`config.mk`:
```
export PLATFORM = sky130hd
export DESIGN_NAME = alu_cmd_seq
export DESIGN_NICKNAME = d
export VERILOG_FILES = /design/src/rtl/alu_cmd_seq.sv
export SDC_FILE = /design/constraint.sdc
export NUM_CORES = 1
export LEC_CHECK = 0
export BUFFER_PORTS_ARGS = -buffer_cell sky130_fd_sc_hd__clkbuf_2
export CAP_MARGIN = 15
export CORE_MARGIN = 2
export CORE_UTILIZATION = 53
export DETAILED_ROUTE_END_ITERATION = 7
export MAX_ROUTING_LAYER = met4
export PLACE_DENSITY = 0.81
export SLEW_MARGIN = 40
export SYNTH_ARGS = -nofsm -noshare
export SYNTH_HDL_FRONTEND = slang
export SYNTH_SLANG_ARGS = --single-unit
```
`constraint.sdc`:
```
create_clock -name clk -period 2.85 [get_ports clk]
set_input_delay 0.285 -clock clk [delete_from_list [all_inputs] [get_ports clk]]
set_output_delay 0.285 -clock clk [all_outputs]
set_load 0.01 [all_outputs]
```
`src/rtl/alu_cmd_seq.sv`:
```
// alu_cmd_seq: queues {op,a,b} commands and issues them one at a time to an external
//   combinational ALU. It registers {y,flg} into a valid/ready output stage. Opcode 1000
//   is an unsigned multiply, done locally as an N-cycle shift-add.
// Latency: with an empty FIFO, out_valid rises 1 cycle after the accepting edge.
//   For MUL, out_valid rises N cycles after the pop edge.
// Backpressure: when out_ready is low, ALU ops wait at the FIFO head and a finished MUL
//   parks in HOLD. in_ready drops only when the FIFO is full.
// Ports:
//   clk, rst_n                        clock, async active-low reset
//   in_valid/in_ready/in_op/in_a/in_b command input
//   alu_op/alu_a/alu_b -> alu_y/alu_flg  FIFO head to ALU, result back
//   out_valid/out_ready/out_op/out_y/out_hi/out_flg  registered result
//   busy                              anything in flight
module alu_cmd_seq #(
  parameter int N     = 8,
  parameter int DEPTH = 4
) (
  input  logic         clk,
  input  logic         rst_n,
  input  logic         in_valid,
  output logic         in_ready,
  input  logic [3:0]   in_op,
  input  logic [N-1:0] in_a,
  input  logic [N-1:0] in_b,
  output logic [3:0]   alu_op,
  output logic [N-1:0] alu_a,
  output logic [N-1:0] alu_b,
  input  logic [N-1:0] alu_y,
  input  logic         alu_flg,
  output logic         out_valid,
  input  logic         out_ready,
  output logic [3:0]   out_op,
  output logic [N-1:0] out_y,
  output logic [N-1:0] out_hi,
  output logic         out_flg,
  output logic         busy
);
  localparam int AW = $clog2(DEPTH);
  localparam int CW = (N > 1) ? $clog2(N) : 1;
  localparam logic [3:0] OP_MUL = 4'b1000;

  typedef struct packed {
    logic [3:0]   op;
    logic [N-1:0] a;
    logic [N-1:0] b;
  } cmd_t;

  typedef enum logic [1:0] {IDLE, MUL, HOLD} state_t;

  cmd_t          mem [DEPTH];
  logic [AW-1:0] wr_ptr, rd_ptr;
  logic [AW:0]   count;
  cmd_t          head;
  logic          empty, push, pop;

  state_t        state, state_nxt;
  logic [2*N-1:0] mcand, acc, mul_sum, prod;
  logic [N-1:0]  mplier;
  logic [CW-1:0] cnt;
  logic          out_free, load_alu, load_mul, mul_start, mul_last;

  // FIFO. A full FIFO refuses a push even if a pop happens in the same cycle.
  assign empty    = (count == '0);
  assign in_ready = (count != (AW+1)'(DEPTH));
  assign push     = in_valid && in_ready;
  assign head     = mem[rd_ptr];

  always_ff @(posedge clk) begin
    if (push) mem[wr_ptr] <= {in_op, in_a, in_b};
  end

  always_ff @(posedge clk or negedge rst_n) begin
    if (!rst_n) begin
      wr_ptr <= '0;
      rd_ptr <= '0;
      count  <= '0;
    end else begin
      if (push) wr_ptr <= wr_ptr + AW'(1);
      if (pop)  rd_ptr <= rd_ptr + AW'(1);
      if (push && !pop)      count <= count + (AW+1)'(1);
      else if (pop && !push) count <= count - (AW+1)'(1);
    end
  end

  // The ALU sees the head entry. It sees zeros when the FIFO is empty.
  assign alu_op = empty ? '0 : head.op;
  assign alu_a  = empty ? '0 : head.a;
  assign alu_b  = empty ? '0 : head.b;

  assign out_free = !out_valid || out_ready;
  assign mul_sum  = acc + (mplier[0] ? mcand : '0);
  assign mul_last = (cnt == CW'(N-1));
  // In MUL the result includes the current iteration's add. HOLD already stored it in acc.
  assign prod     = (state == HOLD) ? acc : mul_sum;
  assign busy     = (state != IDLE) || !empty || out_valid;

  always_ff @(posedge clk or negedge rst_n) begin
    if (!rst_n) state <= IDLE;
    else        state <= state_nxt;
  end

  always_comb begin
    state_nxt = state;
    pop       = 1'b0;
    load_alu  = 1'b0;
    load_mul  = 1'b0;
    mul_start = 1'b0;
    case (state)
      IDLE: begin
        if (!empty) begin
          if (head.op == OP_MUL) begin
            // The multiply holds its operands locally, so it can leave the FIFO
            // even while the output stage is blocked.
            pop       = 1'b1;
            mul_start = 1'b1;
            state_nxt = MUL;
          end else if (out_free) begin
            pop      = 1'b1;
            load_alu = 1'b1;
          end
        end
      end
      MUL: begin
        if (mul_last) begin
          if (out_free) begin
            load_mul  = 1'b1;
            state_nxt = IDLE;
          end else begin
            state_nxt = HOLD;
          end
        end
      end
      HOLD: begin
        if (out_free) begin
          load_mul  = 1'b1;
          state_nxt = IDLE;
        end
      end
      default: state_nxt = IDLE;
    endcase
  end

  // Shift-add datapath: mcand moves left and mplier moves right, one bit per cycle.
  always_ff @(posedge clk or negedge rst_n) begin
    if (!rst_n) begin
      mcand  <= '0;
      mplier <= '0;
      acc    <= '0;
      cnt    <= '0;
    end else if (mul_start) begin
      mcand  <= {{N{1'b0}}, head.a};
      mplier <= head.b;
      acc    <= '0;
      cnt    <= '0;
    end else if (state == MUL) begin
      acc    <= mul_sum;
      mcand  <= mcand << 1;
      mplier <= mplier >> 1;
      cnt    <= cnt + CW'(1);
    end
  end

  // Output stage. A load while out_ready is high replaces the result being consumed.
  always_ff @(posedge clk or negedge rst_n) begin
    if (!rst_n) begin
      out_valid <= 1'b0;
      out_op    <= '0;
      out_y     <= '0;
      out_hi    <= '0;
      out_flg   <= 1'b0;
    end else if (load_alu) begin
      out_valid <= 1'b1;
      out_op    <= head.op;
      out_y     <= alu_y;
      out_hi    <= '0;
      out_flg   <= alu_flg;
    end else if (load_mul) begin
      out_valid <= 1'b1;
      out_op    <= OP_MUL;
      out_y     <= prod[N-1:0];
      out_hi    <= prod[2*N-1:N];
      out_flg   <= |prod[2*N-1:N];
    end else if (out_ready) begin
      out_valid <= 1'b0;
    end
  end

endmodule

```
After elaboration in Yosys (flattened, before gate mapping)
Memories as Yosys holds them, arrays and structs flattened.
Index checks and enable logic that the tools add are counted.
Widths: inputs -> output; s select.
{"block": "totals", "ff_bits": 74, "n_memories": 1, "ram_bits": 80, "elab_cells": 94}
{"block": "classes", "n_mux": 46, "n_addsub": 6, "reduce_logical": 19, "n_eq_ne": 9}
{"memory": "mem", "depth": 4, "width": 20, "read_ports": 1, "rd_ports_with_merged_regs": 0, "wr": 1, "line": "50", "text": "cmd_t mem [DEPTH];"}
{"op": "$mux 16", "n": 6}
{"op": "$mux 8", "n": 8}
{"op": "$mux 1", "n": 18}
{"op": "$add 16x16->16", "n": 1}
{"op": "$mux 3", "n": 4}
{"op": "$mux 4", "n": 3}
{"op": "$mux 2", "n": 5}
{"op": "$ne 2x2->1 const B", "n": 4}
{"op": "$reduce_bool 2->1", "n": 4}
{"op": "$reduce_or 8->1", "n": 1}
{"op": "$add 3x1->3 const B", "n": 2}
{"op": "$pmux 2 s3", "n": 1}
{"op": "$add 2x1->2 const B", "n": 2}
{"op": "$eq 4x4->1 const B", "n": 1}
{"op": "$logic_not 1->1", "n": 4}
{"op": "$reduce_and 4->1", "n": 1}
{"op": "$eq 3x3->1 const B", "n": 1}
{"op": "$logic_and 1x1->1", "n": 3}
{"op": "$logic_not 3->1", "n": 1}
{"op": "$logic_or 1x1->1", "n": 3}
{"op": "$ne 3x3->1 const B", "n": 1}
{"op": "$reduce_bool 3->1", "n": 1}
{"op": "$sub 3x1->3 const B", "n": 1}
{"op": "$eq 2x1->1 const B", "n": 1}
{"op": "other kinds (3)", "n": 3}

Logic depth before layout (Yosys ltp)
Gate-level depths: netlist of the first run.
{"block": "logic_depth", "ltp_word": 9, "ltp_mapped": 13}

Worst setup path before layout of the first run
Ideal clock, no wire load.
{"block": "synth_timing", "path_kind": "register to register", "start": "register mplier[0]", "end": "register out_flg", "setup_time_ns": 0.082, "arrival_time_ns": 2.908, "setup_slack_ns": -0.140, "stages_incl_launch_ff": 13, "period_less_slack_ns": 2.990, "path_cell_list": "dfrtp_1 clkbuf_1 and2_1 ha_1 fa_1 a21o_1 a221oi_2 o21ai_2 o2111ai_1 nor2_1 or3_1 and4_1 a31oi_1"}
{"block": "synth_via", "elab_chain_len": 6}
{"element": "start, declared", "line": "58", "text": "logic [N-1:0] mplier;"}
{"element": "start signal, assigned", "line": "152", "text": "mplier <= head.b;"}
{"element": "start signal, assigned", "line": "158", "text": "mplier <= mplier >> 1;"}
{"element": "$mux 16", "line": "91", "text": "assign mul_sum = acc + (mplier[0] ? mcand : '0);"}
{"element": "$add 16x16->16", "line": "91"}
{"element": "$mux 16", "line": "94", "text": "assign prod = (state == HOLD) ? acc : mul_sum;"}
{"element": "$reduce_or 8->1", "line": "182", "text": "out_flg <= |prod[2*N-1:N];"}
{"element": "$mux 1", "line": "177", "text": "end else if (load_mul) begin"}
{"element": "$mux 1", "line": "171", "text": "end else if (load_alu) begin"}
{"element": "end signal, assigned", "line": "176", "text": "out_flg <= alu_flg;"}
{"element": "end signal, assigned", "line": "182"}
{"element": "end, declared", "line": "35", "text": "output logic out_flg,"}
Every way passes these cells. The select of a mux whose other input is x is not followed.
A chain may end at the register's enable or synchronous reset.

Final worst setup path of the first run
Ends and elaborated chain as after synthesis.

==> flow_metrics.py, run 1 <==
metrics = {
    "power_and_ir_drop": {
        "intPower_w": 0.00607,
        "power_frac_comb": 0.427,
        "p_leak_nw": 3.76,
        "swShare": 0.387,
        "p_switching_w": 0.00383,
        "clockPowerShare": 0.225,
        "power.density_nw_per_um2": 1110,
        "vdd_drop_max_uv": 708,
        "seqPwrFrac": 0.348,
    },
    "clock_tree": {
        "ctsLongestPathBuffers": 2,
        "clock_sinks": 154,
        "clkLatencyLatePin_ns": 0.44,
        "root_buffer": "clkbuf_16",
        "tritoncts.num_buffers": 17,
        "cts_tree": "yes",
        "clkTransAtPathRegs_ns": 0.07,
        "cts_max_level": 4,
    },
    "cells_and_area": {
        "layout.cells.most_common_list": "edfxtp_1 (80), clkbuf_2 (75), dfrtp_1 (73), nor2_1 (62), nand2_1 (51)",
        "final_nets": 765,
        "post-route-util": 0.646,
        "area.growth.synth_to_final_pct": 19.3,
        "layout-drive-gt1-share": 0.269,
        "final_common_cell": "edfxtp_1",
    },
    "worst_setup_path": {
        "cp-end-kind": "flip-flop",
        "worstPathRequired_ns": 3.21,
        "critPathKind": "flip-flop to flip-flop",
        "cp_max_fo": 6,
        "r2r-start": "mplier[0]",
        "crit_start": "mplier[0]",
        "startpoint_type": "flip-flop",
        "cp.arrival_ns": 3.14,
    },
    "grt": {
        "grt_max_degree": 75,
        "antenna_found_initial": 0,
        "track_usage": 0.251,
        "first_global_vias": 5275,
        "overflow": 0,
        "grt_pass1_wl_mm": 27.4,
    },
    "route": {
        "wl_mm": 17.0,
        "wl_met2_mm": 8.41,
        "drc": 0,
        "drt-met1-wl_mm": 7.31,
        "drt-initial-drc-count": 331,
        "dr_wl_met3_um": 875,
        "vias": 5175,
        "vias_per_cell": 5.76,
        "route.antenna.remaining_nets": 0,
        "firstDrtPassIters": 5,
        "top_layer": "met4",
        "wl_per_cell_um": 18.9,
    },
    "synth": {
        "synthCells": 607,
        "synth_edf_count": 80,
        "ys_warn_count": 0,
        "synth_top_area_frac": 0.321,
        "syn_nets": 667,
        "synthArstFlopShare": 0.481,
        "ys.flop_type": "edfxtp_1",
        "ys_seq_elements": 154,
        "syn_area_per_cell_um2": 12.3,
        "synth_cell_types": 53,
        "synth_area_leaders": "edfxtp_1 (32%), dfrtp_1 (25%), mux4_2 (6.0%), mux2i_1 (5.8%), ha_1 (4.2%)",
        "synth_top_cell_by_area": "edfxtp_1",
        "syn-cell-area_um2": 7480,
        "yosysSeqAreaShare": 0.568,
    },
    "floorplan": {
        "design.die.area_um2": 15100,
        "initial_core_util": 0.541,
        "fp-row-count": 43,
        "dieWidth_um": 123,
        "io_pins": 77,
        "die_h_um": 123,
        "coreArea_um2": 13800,
    },
    "timing": {
        "fin_skew_ns": 0.0102,
        "timing.final.max_slew_violations": 0,
        "tightest_slew_ns": 0.664,
        "fin_crit_sh": 0.973,
        "max_clock_freq_ghz": 0.361,
        "slew_headroom": 0.557,
        "fin_tns_setup_ns": 0,
        "finalSetupViolations": 0,
        "layout_min_cycle_time_ns": 2.77,
        "rsz0062_at_grt": "yes",
        "hold_violations": 0,
    },
    "hold_path": {
        "worstHoldStart": "in_b[2]",
        "worstHoldPathType": "primary input to flip-flop",
    },
    "placement": {
        "hpwl_mm": 11.8,
        "io_buffers": 76,
        "gp_congestion": 0.897,
    },
    "flow_run": {
        "cap_violations": 0,
    },
    "run_status": {
        "status": "completed",
    },
}
==> area by class of cell <==
cell class | count | area (µm²)
diodes | 1 | 2.50
clock buffers | 17 | 425
clock inverters | 15 | 168
fillers | 1026 | 4900
inverters | 10 | 37.5
multi-input cells | 411 | 3160
flip-flops and latches | 154 | 4260
well taps | 180 | 225
repair buffers | 111 | 652
==> cell families after synthesis <==
| group | share of synthesized area |
|---|---|
| buffers and inverters | 0.0257 |
| flip-flops | 0.568 |
| AND/OR/NAND/NOR | 0.125 |
| AO/OA/AOI/OAI | 0.0901 |
| multiplexers | 0.119 |
| adder cells (fa/ha/maj) | 0.0471 |
| XOR/XNOR | 0.0246 |
==> state kept, by name, summed over array words and instances, names as in the netlist, 3 cells and up <==
signal / flops
out_hi: 8
cnt: 3
mcand: 16
count: 3
out_op: 4
mem: 80
acc: 16
mplier: 8
out_y: 8
==> metrics by stage <==
step	power, W	setup slack (ns)	cells	instance area, µm²	hold WS (ns)
3_3_place_gp	0.00739	0.0458	863	8220	0.466
3_5_place_dp	0.00757	-0.0286	863	8220	0.350
6_report	0.00990	0.0780	899	8930	0.0601
5_1_grt	0.0105	-0.0628	898	8930	0.0604
2_1_floorplan	0.00621	-0.0683	607	7520	-0.0106
4_1_cts	0.00988	0.00502	896	8840	0.0511
==> routing by layer <==
metal | vias to the layer above | global-route usage
li1 | 2419 | -
met1 | 2558 | 0.324
met2 | 166 | 0.388
met3 | 32 | 0.0539
met4 | 0 | 0.103
met5 | - | -
==> cell usage after synthesis (all sizes together), types with 8 or more instances <==
cell     n
and3    14
a21o     8
nand3   11
inv     10
ha      25
clkbuf  18
mux2i   43
nor3     8
a21oi   25
mux4    20
nand2   51
a211oi  11
xnor2   16
and2    37
buf     14
edfxtp  80
nor2    64
o21ai   32
dfrtp   74
==> path summary, 6_finish.rpt <==
kind	to	slack, ns	depth (start not counted)
hold reg to reg	count[2]	0.49	1
min in group asynchronous	out_hi[6]	0.42	2
hold / removal	mem[1][2]	0.06	1
max in group asynchronous	rd_ptr[0]	1.93	2
setup / recovery	out_flg	0.08	11
setup reg to reg	out_flg	0.08	11
==> worst max-delay path: stages, from the launching register on <==
cell       delay, ns
dfrtp_1         0.42
and2_4          0.18
ha_4            0.16
fa_2            0.34
a21o_1          0.20
a221oi_2        0.30
o21ai_2         0.11
o2111ai_2       0.22
nor2_1          0.06
or3_4           0.38
and4_1          0.18
a31oi_1         0.15
==> repair_timing <==
item | in CTS | in global routing
gates cloned | 0 | 0
endpoints found under the setup margin | 2 | 8
pin swaps | 2 | 3
endpoints found under the hold margin | 74 | 0
gates resized for setup | 4 | 14
hold buffers | 1 | 0
setup buffers | 0 | 2
==> power groups by stage <==
stage	Combinational, W	Clock (W)	Sequential (W)
3_5_place_dp	0.00411	0	0.00346
2_1_floorplan	0.00283	0	0.00338
3_3_place_gp	0.00398	0	0.00342
6_report	0.00422	0.00223	0.00344
4_1_cts	0.00418	0.00226	0.00344
5_1_grt	0.00466	0.00234	0.00352
Note: power is estimated with default switching activity, not from simulation.
==> run 2: changes to the inputs <==
--- a/config.mk
+++ b/config.mk
@@ -7,8 +7,10 @@
 export LEC_CHECK = 0
 export BUFFER_PORTS_ARGS = -buffer_cell sky130_fd_sc_hd__clkbuf_2
 export CAP_MARGIN = 15
+export CELL_PAD_IN_SITES_DETAIL_PLACEMENT = 1
+export CELL_PAD_IN_SITES_GLOBAL_PLACEMENT = 1
 export CORE_MARGIN = 2
-export CORE_UTILIZATION = 53
+export CORE_UTILIZATION = 43
 export DETAILED_ROUTE_END_ITERATION = 7
 export MAX_ROUTING_LAYER = met4
 export PLACE_DENSITY = 0.81
==> flow_metrics.py, run 2 (synthesis gave the netlist of run 1 again) <==
metrics = {
    "grt": {
        "grt_max_degree": 75,
        "grt_pass1_wl_mm": 31.0,
        "track_usage": 0.230,
        "overflow": 0,
        "antenna_found_initial": 0,
        "first_global_vias": 5800,
    },
    "timing": {
        "timing.final.max_slew_violations": 0,
        "hold_violations": 0,
        "fin_crit_sh": 0.999,
        "finalSetupViolations": 0,
        "layout_min_cycle_time_ns": 2.85,
        "fin_skew_ns": 0.0145,
        "max_clock_freq_ghz": 0.351,
        "rsz0062_at_grt": "yes",
        "worst_slack_ns": 0.00175,
        "tightest_slew_ns": 0.770,
        "slew_headroom": 0.487,
    },
    "cells_and_area": {
        "nFillCells": 1780,
        "final_common_cell": "edfxtp_1",
        "layout-drive-gt1-share": 0.282,
        "largest_register_ffs": 80,
        "final_nets": 767,
        "reg.largest.list": "mem (80), acc (16), mcand (16)",
        "post-route-util": 0.528,
        "layout.cells.most_common_list": "edfxtp_1 (80), clkbuf_2 (75), dfrtp_1 (73), nor2_1 (62), nand2_1 (51)",
        "antenna_cells": 0,
        "largest_register": "mem",
        "area.growth.synth_to_final_pct": 21.3,
    },
    "clock_tree": {
        "cts_tree": "yes",
        "clkLatencyLatePin_ns": 0.44,
        "ctsLongestPathBuffers": 2,
        "cts_max_level": 4,
        "root_buffer": "clkbuf_16",
        "clkTransAtPathRegs_ns": 0.07,
        "tritoncts.num_buffers": 17,
        "clock_sinks": 154,
    },
    "power_and_ir_drop": {
        "p_leak_nw": 3.79,
        "vdd_drop_max_uv": 608,
        "power.density_nw_per_um2": 1110,
    },
    "flow_run": {
        "cap_violations": 0,
    },
    "floorplan": {
        "design.die.area_um2": 18500,
        "die_h_um": 136,
        "fp-row-count": 48,
        "initial_core_util": 0.436,
        "coreArea_um2": 17200,
        "dieWidth_um": 136,
        "io_pins": 77,
    },
    "placement": {
        "gp_congestion": 0.899,
        "hpwl_mm": 13.3,
        "io_buffers": 76,
        "place_ws_ns": -0.0181,
    },
    "worst_setup_path": {
        "cp_max_fo": 6,
        "r2r_cells": 11,
        "worstPathRequired_ns": 3.19,
        "cp-end-kind": "flip-flop",
        "startpoint_type": "flip-flop",
        "crit_chain": "and2_4, ha_4, fa_2, a21o_1, a221oi_2, o21ai_2, o2111ai_2, nor2_1, or3_4, and4_1, a31oi_1",
        "max_stage_delay_ns": 0.43,
        "cp.arrival_ns": 3.19,
        "crit_slowest_cell": "dfrtp_1",
        "critPathKind": "flip-flop to flip-flop",
    },
    "route": {
        "wl_mm": 19.4,
        "route.antenna.remaining_nets": 0,
        "firstDrtPassIters": 6,
        "drc": 0,
        "vias": 5239,
        "drt-initial-drc-count": 334,
        "vias_per_cell": 5.54,
        "wl_per_cell_um": 20.5,
    },
    "run_status": {
        "status": "completed",
    },
    "hold_path": {
        "worstHoldPathType": "primary input to flip-flop",
        "hold_path_depth": 3,
    },
}
==> run 2: changes by cell type in the layout (fill, tap and decap cells not counted), sizes merged <==
| cell | delta |
|---|---|
| clkinv | +1 |
| buf | +2 |
| clkinvlp | -1 |
| diode | -1 |
==> run 2: final timing paths <==
path,from,end,slack [ns]
max in group asynchronous,rst_n,rd_ptr[0],1.90
min,alu_y[6],out_y[6],0.05
min reg2reg,count[2],count[2],0.50
max reg2reg,mplier[0],out_flg,0.002
max,mplier[0],out_flg,0.002
min in group asynchronous,rst_n,out_y[0],0.43
==> run 2: stage by stage <==
stage / cell area (µm²) / cells / total power (W) / hold WS (ns) / TNS (ns)
finish: 9080 / 945 / 0.0101 / 0.0544 / 0
global route: 9080 / 945 / 0.0107 / 0.0551 / -0.396
floorplan: 7520 / 607 / 0.00621 / -0.0106 / -0.135
global placement: 8260 / 907 / 0.00741 / 0.471 / 0
CTS: 8890 / 941 / 0.0100 / 0.0407 / -0.0747
detailed placement: 8270 / 907 / 0.00767 / 0.353 / -0.0181
==> run 2: where the power goes <==
| group | switching (W) | total, W | internal, W |
|---|---|---|---|
| clock network | 0.00105 | 0.00223 | 0.00118 |
| registers | 0.000462 | 0.00349 | 0.00302 |
| logic | 0.00248 | 0.00437 | 0.00190 |
| total | 0.00399 | 0.0101 | 0.00610 |
==> run 2: critical path, delay by kind of cell (launching register included) <==
| kind | cells | cell delay [ns] |
|---|---|---|
| compound gates | 5 | 1.04 |
| fa+ha+maj | 2 | 0.49 |
| simple gates | 4 | 0.82 |
| flops | 1 | 0.43 |
==> run 2: final cells by class <==
class | instances | area, µm² | area share
Inverter | 10 | 37.5 | 0.00414
Sequential cell | 154 | 4260 | 0.469
Timing Repair Buffer | 113 | 674 | 0.0743
Multi-Input combinational cell | 411 | 3230 | 0.356
Clock buffer | 17 | 425 | 0.0469
Tap cell | 225 | 282 | 0.0310
Clock inverter | 15 | 169 | 0.0186
==> run 2: what timing repair did <==
action                                 CTS  global route
buffers inserted                         1             4
endpoints found under the hold margin   74             0
setup endpoints to repair                3            14
gates resized for setup                  4            26
hold buffers                             1             0
pin swaps                                4            12
==> run 2: layer usage <==
layer  vias to the layer above  track usage  wire [µm]
li1                       2426            -          -
met1                      2653        0.280       8200
met2                       135        0.389      10200
met3                        25       0.0395        745
met4                         0       0.0828        265
met5                         -            -          0
==> run 3: changes to the inputs <==
--- a/config.mk
+++ b/config.mk
@@ -9,7 +9,7 @@
 export CAP_MARGIN = 15
 export CELL_PAD_IN_SITES_DETAIL_PLACEMENT = 1
 export CELL_PAD_IN_SITES_GLOBAL_PLACEMENT = 1
-export CORE_MARGIN = 2
+export CORE_MARGIN = 5
 export CORE_UTILIZATION = 43
 export DETAILED_ROUTE_END_ITERATION = 7
 export MAX_ROUTING_LAYER = met4
==> flow_metrics.py, run 3 (synthesis gave the netlist of run 1 again) <==
metrics = {
    "timing": {
        "rsz0062_at_grt": "yes",
        "finalSetupViolations": 0,
        "tightest_slew_ns": 0.760,
        "layout_min_cycle_time_ns": 2.83,
        "max_clock_freq_ghz": 0.354,
        "hold_violations": 0,
        "slew_headroom": 0.493,
        "fin_skew_ns": 0.0103,
        "timing.final.max_slew_violations": 0,
        "fin_crit_sh": 0.992,
    },
    "grt": {
        "grt_max_degree": 75,
        "track_usage": 0.207,
        "antenna_found_initial": 0,
        "first_global_vias": 5889,
        "overflow": 0,
        "grt_pass1_wl_mm": 31.3,
    },
    "power_and_ir_drop": {
        "power_frac_comb": 0.433,
        "intPower_w": 0.00645,
        "p_leak_nw": 3.85,
        "power.density_nw_per_um2": 1130,
        "design_power_total_w": 0.0104,
        "clockPowerShare": 0.234,
        "seqPwrFrac": 0.333,
        "vdd_drop_max_uv": 683,
        "p_switching_w": 0.00400,
        "swShare": 0.383,
    },
    "worst_setup_path": {
        "crit_chain": "and2_4, ha_4, fa_2, a21o_1, a221oi_4, o21ai_2, o2111ai_2, nor2_1, or3_4, and4_1, a31oi_1",
        "max_stage_delay_ns": 0.41,
        "cp_top_family": "compound AO/OA/AOI/OAI gates",
        "cp.arrival_ns": 3.18,
        "cp-end-kind": "flip-flop",
        "cp_max_fo": 3,
        "critPathKind": "flip-flop to flip-flop",
        "cp_num_buf_inv": 0,
        "worstPathRequired_ns": 3.20,
        "crit_start": "mcand[0]",
        "startpoint_type": "flip-flop",
        "r2r-start": "mcand[0]",
        "timing.reg2reg.setup_slack_ns": 0.02,
        "crit_slowest_cell": "dfrtp_1",
    },
    "cells_and_area": {
        "layout-drive-gt1-share": 0.296,
        "area.growth.synth_to_final_pct": 23.3,
        "fin_cells": 949,
        "layout.cells.most_common_list": "edfxtp_1 (80), clkbuf_2 (75), dfrtp_1 (73), nor2_1 (62), nand2_1 (51)",
        "final_common_cell": "edfxtp_1",
        "nFillCells": 1793,
        "antenna_cells": 0,
        "reg.largest.list": "mem (80), acc (16), mcand (16)",
        "largest_register_ffs": 80,
        "final_nets": 771,
        "largest_register": "mem",
    },
    "flow_run": {
        "cap_violations": 0,
    },
    "floorplan": {
        "die_h_um": 142,
        "coreArea_um2": 17200,
        "dieWidth_um": 142,
        "fp-row-count": 48,
        "design.die.area_um2": 20100,
        "initial_core_util": 0.436,
        "io_pins": 77,
    },
    "placement": {
        "hpwl_mm": 13.0,
        "io_buffers": 76,
        "placed_cells": 903,
        "gp_congestion": 0.924,
    },
    "route": {
        "wl_met2_mm": 10.6,
        "top_layer": "met4",
        "dr_wl_met3_um": 861,
        "vias": 5327,
        "route.antenna.remaining_nets": 0,
        "vias_per_cell": 5.61,
        "drc": 0,
        "drt-initial-drc-count": 280,
        "wl_per_cell_um": 21.0,
        "drt-met1-wl_mm": 8.13,
        "firstDrtPassIters": 5,
        "wl_mm": 19.9,
    },
    "hold_path": {
        "worstHoldStart": "alu_y[7]",
        "worstHoldPathType": "primary input to flip-flop",
    },
    "clock_tree": {
        "cts_max_level": 4,
        "clock_sinks": 154,
        "ctsLongestPathBuffers": 2,
        "root_buffer": "clkbuf_16",
        "cts_tree": "yes",
        "clkLatencyLatePin_ns": 0.44,
        "tritoncts.num_buffers": 17,
        "clkTransAtPathRegs_ns": 0.07,
    },
    "run_status": {
        "status": "completed",
    },
}
run 3: cell types whose count changed in the layout (fill, tap and decap cells not counted), sizes merged:
| cell | before | now |
|---|---|---|
| clkinv | 6 | 3 |
| inv | 19 | 18 |
| buf | 37 | 41 |
| clkbuf | 92 | 93 |
| bufinv | 0 | 3 |
run 3: path summary, 6_finish.rpt:
path	endpoint	cells after the start
worst max register to register	out_flg	11
max in group asynchronous	rd_ptr[0]	2
worst min register to register	count[2]	1
worst max-delay path	out_flg	11
min in group asynchronous	out_y[0]	2
worst min-delay path	out_y[7]	3
run 3: cell type report:
| class | instances | area, µm² | area share |
|---|---|---|---|
| inverter | 10 | 37.5 | 0.00407 |
| clock inverter | 14 | 200 | 0.0217 |
| tap | 225 | 282 | 0.0305 |
| timing repair buffer | 117 | 706 | 0.0765 |
| sequential | 154 | 4260 | 0.461 |
| clock buffer | 18 | 439 | 0.0476 |
| multi-input combinational | 411 | 3310 | 0.359 |
run 3: worst reg2reg max path: cells and delay by family, from the launching register on:
family / cells / cell delay (ns)
AOI/OAI and AO/OA: 5 / 0.99
adders and majority gates: 2 / 0.50
DFF: 1 / 0.41
and+or+nand+nor: 4 / 0.86
run 3: power by group through the flow:
stage	Combinational [W]	Sequential [W]	Clock, W
2_1_floorplan	0.00283	0.00338	0
3_3_place_gp	0.00396	0.00343	0
3_5_place_dp	0.00416	0.00349	0
4_1_cts	0.00433	0.00346	0.00249
5_1_grt	0.00492	0.00355	0.00261
6_report	0.00452	0.00348	0.00244
run 3: repair_timing:
action | in CTS | in global routing
hold buffers | 1 | 0
setup buffers | 5 | 7
setup endpoints to repair | 9 | 13
gates cloned | 0 | 1
resized for setup | 11 | 32
pin swaps | 7 | 11
hold endpoints to repair | 74 | 0
run 3: stage by stage:
step / hold WS [ns] / area (µm²) / util / setup TNS (ns) / setup WS [ns]
after detailed placement: 0.354 / 8240 / 0.480 / -0.136 / -0.0521
final: 0.0594 / 9230 / 0.537 / 0 / 0.0218
after floorplan: -0.0106 / 7520 / - / -0.135 / -0.0683
after CTS: 0.0460 / 8970 / 0.522 / -0.0589 / -0.0589
after global placement: 0.471 / 8230 / 0.479 / 0 / 0.0575
after global routing: 0.0476 / 9230 / 0.537 / -0.139 / -0.0943
run 3: metal layers:
| metal | vias to the layer above | track usage |
|---|---|---|
| li1 | 2428 | - |
| met1 | 2730 | 0.243 |
| met2 | 140 | 0.357 |
| met3 | 29 | 0.0460 |
| met4 | 0 | 0.0626 |
| met5 | - | - |
